<file path="config.mk">
export PLATFORM = sky130hd
export DESIGN_NAME = switch_conditioner_flat
export DESIGN_NICKNAME = d
export VERILOG_FILES = /design/src/rtl/clock_pkg.sv /design/src/rtl/switch_conditioner_if.sv /design/src/rtl/switch_channel.sv /design/src/rtl/switch_conditioner.sv /design/src/flat_wrapper.sv
export SDC_FILE = /design/constraint.sdc
export NUM_CORES = 1
export LEC_CHECK = 0
export ABC_AREA = 1
export CORE_MARGIN = 10
export CORE_UTILIZATION = 50
export CTS_BUF_LIST = sky130_fd_sc_hd__clkbuf_4 sky130_fd_sc_hd__clkbuf_8
export DETAILED_ROUTE_END_ITERATION = 8
export PLACE_DENSITY = 0.79
export SETUP_SLACK_MARGIN = 0.1
export SKIP_CTS_REPAIR_TIMING = 1
export SYNTH_ARGS = -nofsm -noshare
export SYNTH_HDL_FRONTEND = slang
export SYNTH_SLANG_ARGS = --single-unit
</file>
<file path="constraint.sdc">
create_clock -name clk -period 1.7 [get_ports clk]
set_input_delay 0.34 -clock clk [delete_from_list [all_inputs] [get_ports clk]]
set_output_delay 0.34 -clock clk [all_outputs]
set_load 0.02 [all_outputs]
</file>
<file path="src/rtl/clock_pkg.sv">
// Shared definitions for the clock front-panel path: repeat-FSM states and
// the default switch timing constants also used by the time-control bench.
package clock_pkg;

    typedef enum logic [1:0] {
        IDLE      = 2'd0,
        HOLD_WAIT = 2'd1,
        REPEATING = 2'd2
    } rep_state_t;

    localparam int DEBOUNCE_CYC_DEF = 4;
    localparam int REPEAT_DELAY_DEF = 16;
    localparam int REPEAT_RATE_DEF  = 4;

    // Width able to hold terminal count n-1; never narrower than one bit.
    function automatic int cnt_width(input int n);
        return (n > 1) ? $clog2(n) : 1;
    endfunction

endpackage

</file>
<file path="src/rtl/switch_conditioner_if.sv">
// Switch bus between the front-panel pins and the time-control stage.
interface switch_conditioner_if #(
    parameter int N_SW = 2
);
    logic [N_SW-1:0] sw_in;
    logic [N_SW-1:0] sw_level;
    logic [N_SW-1:0] sw_pulse;

    modport master (output sw_in, input sw_level, input sw_pulse);
    modport slave  (input sw_in, output sw_level, output sw_pulse);
endinterface

</file>
<file path="src/rtl/switch_channel.sv">
// One push-button channel: 2-FF synchronizer, debounce, press pulse and
// optional auto-repeat while held.
module switch_channel
    import clock_pkg::*;
#(
    parameter int DEBOUNCE_CYC = DEBOUNCE_CYC_DEF,
    parameter int REPEAT_DELAY = REPEAT_DELAY_DEF,
    parameter int REPEAT_RATE  = REPEAT_RATE_DEF,
    parameter bit REPEAT_EN    = 1'b0
) (
    input  logic clk,
    input  logic rst,
    input  logic sw_in,
    output logic sw_level,
    output logic sw_pulse
);
    localparam int DB_W  = cnt_width(DEBOUNCE_CYC);
    localparam int REP_W = cnt_width((REPEAT_DELAY > REPEAT_RATE) ? REPEAT_DELAY : REPEAT_RATE);
    localparam logic [DB_W-1:0]  DB_LAST    = DB_W'(DEBOUNCE_CYC - 1);
    localparam logic [REP_W-1:0] DELAY_LAST = REP_W'(REPEAT_DELAY - 1);
    localparam logic [REP_W-1:0] RATE_LAST  = REP_W'(REPEAT_RATE - 1);

    logic             sync1_reg, sync2_reg, level_reg;
    logic             pulse_reg, pulse_next;
    logic [DB_W-1:0]  db_cnt_reg;
    logic [REP_W-1:0] rep_cnt_reg, rep_cnt_next;
    rep_state_t       state_reg, state_next;
    logic             differ, accept, rise, fall;

    assign differ = (sync2_reg != level_reg);
    assign accept = differ && (db_cnt_reg == DB_LAST);
    assign rise   = accept && sync2_reg;
    assign fall   = accept && !sync2_reg;

    always_ff @(posedge clk) begin
        if (!rst) begin
            sync1_reg   <= 1'b0;
            sync2_reg   <= 1'b0;
            level_reg   <= 1'b0;
            db_cnt_reg  <= '0;
            rep_cnt_reg <= '0;
            pulse_reg   <= 1'b0;
            state_reg   <= IDLE;
        end else begin
            sync1_reg <= sw_in;
            sync2_reg <= sync1_reg;
            if (!differ) begin
                db_cnt_reg <= '0;
            end else if (accept) begin
                level_reg  <= sync2_reg;
                db_cnt_reg <= '0;
            end else begin
                db_cnt_reg <= db_cnt_reg + DB_W'(1);
            end
            rep_cnt_reg <= rep_cnt_next;
            pulse_reg   <= pulse_next;
            state_reg   <= state_next;
        end
    end

    always_comb begin
        state_next   = state_reg;
        rep_cnt_next = rep_cnt_reg;
        pulse_next   = 1'b0;
        if (fall) begin
            state_next   = IDLE;
            rep_cnt_next = '0;
        end else begin
            case (state_reg)
                IDLE: begin
                    if (rise) begin
                        pulse_next   = 1'b1;
                        state_next   = HOLD_WAIT;
                        rep_cnt_next = '0;
                    end
                end
                HOLD_WAIT: begin
                    // Without repeat the count parks at its terminal value.
                    if (rep_cnt_reg != DELAY_LAST) begin
                        rep_cnt_next = rep_cnt_reg + REP_W'(1);
                    end else if (REPEAT_EN) begin
                        pulse_next   = 1'b1;
                        rep_cnt_next = '0;
                        state_next   = REPEATING;
                    end
                end
                REPEATING: begin
                    if (rep_cnt_reg == RATE_LAST) begin
                        pulse_next   = 1'b1;
                        rep_cnt_next = '0;
                    end else begin
                        rep_cnt_next = rep_cnt_reg + REP_W'(1);
                    end
                end
                default: begin
                    state_next   = IDLE;
                    rep_cnt_next = '0;
                end
            endcase
        end
    end

    assign sw_level = level_reg;
    assign sw_pulse = pulse_reg;

endmodule

</file>
<file path="src/rtl/switch_conditioner.sv">
// Front-panel switch conditioner: N_SW independent channels producing clean
// debounced levels and single-cycle command pulses.
module switch_conditioner
    import clock_pkg::*;
#(
    parameter int              N_SW         = 2,
    parameter int              DEBOUNCE_CYC = DEBOUNCE_CYC_DEF,
    parameter int              REPEAT_DELAY = REPEAT_DELAY_DEF,
    parameter int              REPEAT_RATE  = REPEAT_RATE_DEF,
    parameter logic [N_SW-1:0] REPEAT_MASK  = 2'b10
) (
    input  logic                 clk,
    input  logic                 rst,
    switch_conditioner_if.slave  bus
);
    logic [N_SW-1:0] level_w;
    logic [N_SW-1:0] pulse_w;

    generate
        for (genvar gi = 0; gi < N_SW; gi++) begin : g_ch
            switch_channel #(
                .DEBOUNCE_CYC (DEBOUNCE_CYC),
                .REPEAT_DELAY (REPEAT_DELAY),
                .REPEAT_RATE  (REPEAT_RATE),
                .REPEAT_EN    (REPEAT_MASK[gi])
            ) u_ch (
                .clk      (clk),
                .rst      (rst),
                .sw_in    (bus.sw_in[gi]),
                .sw_level (level_w[gi]),
                .sw_pulse (pulse_w[gi])
            );
        end
    endgenerate

    assign bus.sw_level = level_w;
    assign bus.sw_pulse = pulse_w;

endmodule
</file>
<file path="src/flat_wrapper.sv">
// flat-port wrapper written by rule: the top's interface ports become plain ports
module switch_conditioner_flat import clock_pkg::*;
#(
    parameter int              N_SW         = 2,
    parameter int              DEBOUNCE_CYC = DEBOUNCE_CYC_DEF,
    parameter int              REPEAT_DELAY = REPEAT_DELAY_DEF,
    parameter int              REPEAT_RATE  = REPEAT_RATE_DEF,
    parameter logic [N_SW-1:0] REPEAT_MASK  = 2'b10
)
  (clk, rst, bus_sw_in, bus_sw_level, bus_sw_pulse);
  switch_conditioner_if #(.N_SW(N_SW)) bus_i ();
  input  logic clk;
  input  logic rst;
  input wire logic [$bits(bus_i.sw_in)-1:0] bus_sw_in;
  output wire logic [$bits(bus_i.sw_level)-1:0] bus_sw_level;
  output wire logic [$bits(bus_i.sw_pulse)-1:0] bus_sw_pulse;
  assign bus_i.sw_in = bus_sw_in;
  assign bus_sw_level = bus_i.sw_level;
  assign bus_sw_pulse = bus_i.sw_pulse;
  switch_conditioner #(.N_SW(N_SW), .DEBOUNCE_CYC(DEBOUNCE_CYC), .REPEAT_DELAY(REPEAT_DELAY), .REPEAT_RATE(REPEAT_RATE), .REPEAT_MASK(REPEAT_MASK)) u_core (.clk(clk), .rst(rst), .bus(bus_i));
endmodule
</file>
**After elaboration in Yosys (flattened, before gate mapping)**

Index checks and enable logic that the tools add are counted.

- $add $sub $neg: 4
- Eq/ne operators: 16
- Muxes and demuxes: 20
- Bitwise gates (word level): 5
- Reductions and logical operators: 20

Operators by type and width:

| kind | number |
|---|---|
| $mux W4 | 6 |
| $pmux W4 S3 | 2 |
| $add A4 B1 Y4 const B | 2 |
| $eq A2 B2 Y1 const B | 4 |
| $eq A4 B2 Y1 const B | 2 |
| $ne A2 B2 Y1 const B | 4 |
| $ne A4 B4 Y1 const B | 2 |
| $reduce_and A2 Y1 | 4 |
| $logic_and A1 B1 Y1 | 6 |
| $mux W2 | 3 |
| $pmux W2 S3 | 1 |
| $reduce_or A2 Y1 | 3 |
| $reduce_or A3 Y1 | 2 |
| $mux W1 | 5 |
| $not A1 Y1 | 5 |
| $add A2 B1 Y2 const B | 2 |
| $eq A2 B1 Y1 const B | 2 |
| $logic_not A2 Y1 | 2 |
| $pmux W2 S2 | 1 |
| $pmux W1 S3 | 1 |
| $reduce_and A3 Y1 | 1 |
| $logic_not A1 Y1 | 2 |
| $ne A1 B1 Y1 | 2 |
| $pmux W1 S2 | 1 |

- Flip-flop bits (word level): 24
- Input port bits: 4
- Output and inout port bits: 4
- Logic and storage cells: 79

**Depth between registers and ports, before layout**

Gate-level depths: netlist of the first run.

- Depth after elaboration: 5
- Depth in mapped cells: 7
- Gate-level depth less buffers: 7

**By module**

From an unflattened synthesis of the first run, not the netlist that was laid out.

- Cell total of the unflattened synthesis: 124
- Area, all modules: 914.6 um^2

By module, submodules not included:

| module | instances | cells each | area an instance (um^2) |
|---|---|---|---|
| switch_channel (u_core.g_ch[1].u_ch) | 1 | 92 | 658.1 |
| switch_channel (u_core.g_ch[0].u_ch) | 1 | 32 | 256.5 |

**Worst setup path before layout of the first run**

No wires, ideal clock.

- Path type: reg-to-reg
- Start: register u_core.g_ch[1].u_ch.state_reg[0]
- End: register u_core.g_ch[1].u_ch.rep_cnt_reg[2]
- Setup time: 0.114 ns
- Data arrival time: 1.007 ns
- Slack: 0.579 ns
- Stages on the path, launching flop included: 7
- Period minus slack after synthesis: 1.121 ns
- Cell sequence: dfxtp_1 -> inv_1 -> ha_1 -> inv_1 -> a21oi_1 -> a21oi_1 -> nor2_1

- Longest elaborated chain between the ends: 2
- Elaborated cells on any way between the ends: 5
- Classes of those cells: eq/ne (3); mux (1); reduce/logical (1)

RTL lines:

| what | RTL line | text |
|---|---|---|
| start, declared | switch_channel.sv:27 | `rep_state_t state_reg, state_next;` |
| start signal, assigned | switch_channel.sv:57 | `state_reg <= state_next;` |
| $eq A2 B2 Y1 (tied with other cells) | switch_channel.sv:69 | `case (state_reg)` |
| $pmux W4 S3 or $ne A2 B2 Y1 (tied branches) | -- |  |
| end signal, assigned | switch_channel.sv:55 | `rep_cnt_reg <= rep_cnt_next;` |
| end, declared | switch_channel.sv:26 | `logic [REP_W-1:0] rep_cnt_reg, rep_cnt_next;` |

Parallel ways exist; a longest one is shown, timed or not.
A chain may end at the register's enable or synchronous reset.

**Worst setup path in the final report of the first run**

- Start: register u_core.g_ch[1].u_ch.pulse_reg
- End: output bus_sw_pulse[1]

RTL lines:

| what | RTL line | text |
|---|---|---|
| start, declared | switch_channel.sv:24 | `logic pulse_reg, pulse_next;` |
| start signal, assigned | switch_channel.sv:56 | `pulse_reg <= pulse_next;` |
| end, declared | flat_wrapper.sv:16 | `output wire logic [$bits(bus_i.sw_pulse)-1:0] bus_sw_pulse;` |

No word-level cell between the ends.

==> results.toml, run 1 <==
[worst_setup_path]
crit_path_top_delay_cell = "clkdlybuf4s50_1"
critPathMaxStageDelay_ns = 0.59
crit_buf_inv = 1
worst-endpoint-required_ns = 1.36
cp_num_cells = 1
rr_worst_depth = 7
cp-start-kind = "register"
path_delay_family = "buffers and inverters"
path_class = "reg -> out"
crit_start = "u_core.g_ch[1].u_ch.sw_pulse$_SDFF_PP0_"
arrival_ns = 1.20
rr_startpoint = "u_core.g_ch[1].u_ch.rep_cnt_reg[0]$_SDFFE_PP0P_"
critPathCaptureType = "primary output"
critPathMaxFanout = 1
cp_cell_sequence = "clkdlybuf4s50_1"

[route]
drtAntennaViolNets = 0
routed_wirelength_um = 1440
firstDrtPassIters = 4
drt_iter0_markers = 6
avgViaCountPerCell = 4.70
routedWlPerCell_um = 9.48
num_vias = 714
drc_errors = 0

[layout]
antennaDiodeCount = 0
drive_gt1_frac = 0.102
final_nets = 140
syn_to_final_growth_pct = 11.7

[clocking]
cts-buffers-inserted = 3
clock_sinks = 19
htreeDepth = 1
path_clk_slew_ns = 0.11
clk-insertion-delay-late_ns = 0.29
cts-root-buf = "clkbuf_4"
clockBufferDepth = 2
cts_tree = "yes"

[sta]
max_freq_mhz = 649
skew_ns = 0.00301
maxSlewViolCount = 0
rsz0062_at_grt = "false"
setup_violations = 0
fin_hold_ws_ns = 0.422
tightest_slew_ns = 0.305
fin_crit_sh = 0.906
slew_headroom = 0.795
final-hold-violation-count = 0
finalSetupTns_ns = 0
finalCriticalPeriod_ns = 1.54

[synthesis]
ys_seq_elements = 19
ys_warn_count = 0
ys_seq_area_frac = 0.409
synth_cell_type_count = 20
syn_area_per_cell_sq_um = 7.76
synthXorXnorAreaFrac = 0.00941
netlist_instances = 120
synth_fa_ha_area_frac = 0.108
synth_compound_area_frac = 0.0820
synthMuxAreaShare = 0
netlist_area_sq_um = 931
synthSimpleGateAreaFrac = 0.266
synth_top_family_by_area = "simple AND/OR/NAND/NOR gates"
syn_nets = 132

[job]
maxCapViolations = 0

[global_routing]
grt_overflow = 0
grt_pass1_vias = 719
grt_first_pass_wirelength_um = 2770
gr-usage-all-layers = 0.0797
grt_max_degree = 11
antenna_found_initial = 0

[run_status]
status = "complete, no violations"

[die]
num_rows = 15
die_area_sq_um = 3990
start_util = 0.533
die_w_um = 63.2
die-height_um = 63.2
fp.coreArea_sq_um = 1750
ioPinCount = 8

[placed_design]
place.gp.congestion = 0.817
dp_hpwl_um = 1120
io_buffers = 7

[pwr]
worst_ir_drop_vdd_v = 0.000935
p_leak_nw = 0.530
powerDensity_nw_per_um2 = 1190

[worst_hold_path]
holdPathStages = 2
hold_class = "reg -> reg"
hold_path_startpoint = "u_core.g_ch[1].u_ch.sync1_reg$_SDFF_PN0_"
## area by class of cell
cell class	instances	area [sq um]
Timing Repair Buffer	8	82.6
Tap cell	25	31.3
Sequential cell	19	380
Clock buffer	4	30.0
Fill cell	164	706
Multi-Input combinational cell	74	433
Inverter	22	82.6
## logic make-up after synthesis
group / after synthesis
AND/OR/NAND/NOR: 51
XOR/XNOR: 1
AO/OA/AOI/OAI: 14
flip-flops: 19
buffers and inverters: 27
adder cells (fa/ha/maj): 8
## power by group
part	internal, W	switching (W)
clock network	0.000107	0.000134
registers	0.000494	0.0000468
logic	0.000177	0.000281
## per-stage QoR
stage / setup WS (ns) / power (W) / instances / utilization / instance area [sq um]
after floorplan: 0.579 / 0.000918 / 120 / - / 931
after global placement: 0.379 / 0.000994 / 148 / 0.576 / 1000
after detailed placement: 0.306 / 0.00100 / 148 / 0.576 / 1000
final: 0.160 / 0.00124 / 152 / 0.596 / 1040
after CTS: 0.0468 / 0.00124 / 152 / 0.593 / 1030
after global routing: 0.102 / 0.00135 / 152 / 0.596 / 1040
## synth_stat cells, drive strengths merged
cell	count	area, sq um
a21oi	8	40.0
buf	5	35.0
dfxtp	19	380
ha	8	100
inv	22	82.6
nand2	25	106
nand3	9	55.1
nand3b	1	20.0
nand4	1	6.26
nor2	14	52.6
nor3b	1	7.51
o21ai	5	28.8
o31ai	1	7.51
xor2	1	8.76
## path summary, 6_finish.rpt
path,slack [ns],end
setup / recovery,0.16,bus_sw_pulse[1]
hold / removal,0.42,u_core.g_ch[1].u_ch.sync2_reg$_SDFF_PN0_
setup reg to reg,0.43,u_core.g_ch[1].u_ch.state_reg[1]$_SDFFE_PP0P_
hold reg to reg,0.42,u_core.g_ch[1].u_ch.sync2_reg$_SDFF_PN0_
## routing by layer
metal	wire length, um	GRT usage	vias to the layer above
met5	0	0	-
met4	13	0.0335	0
li1	-	-	385
met1	726	0.0909	315
met3	69	0.0300	2
met2	632	0.129	12
## cell usage in the layout (no fill, tap or decap), drive strengths merged
cell and instances:
a21oi 8, buf 1, clkbuf 4, clkdlybuf4s50 5, dfxtp 19, dlymetal6s2s 2
ha 8, inv 22, nand2 25, nand3 9, nand3b 1, nand4 1
nor2 14, nor3b 1, o21ai 5, o31ai 1, xor2 1
## tightest hold or removal path: cells and delay by family, from the launching register on
family	cells	cell delay [ns]
buffers and inverters	1	0.03
flip-flops	1	0.31
AND/OR/NAND/NOR	1	0.05
Note: power is estimated with default switching activity, not from simulation.
==> inputs of run 2 (changes only) <==
--- a/config.mk
+++ b/config.mk
@@ -6,6 +6,7 @@
 export NUM_CORES = 1
 export LEC_CHECK = 0
 export ABC_AREA = 1
+export CAP_MARGIN = 30
 export CORE_MARGIN = 10
 export CORE_UTILIZATION = 50
 export CTS_BUF_LIST = sky130_fd_sc_hd__clkbuf_4 sky130_fd_sc_hd__clkbuf_8
==> results of run 2 <==
No change in the layout: final DEF, timing and power equal those of run 1.
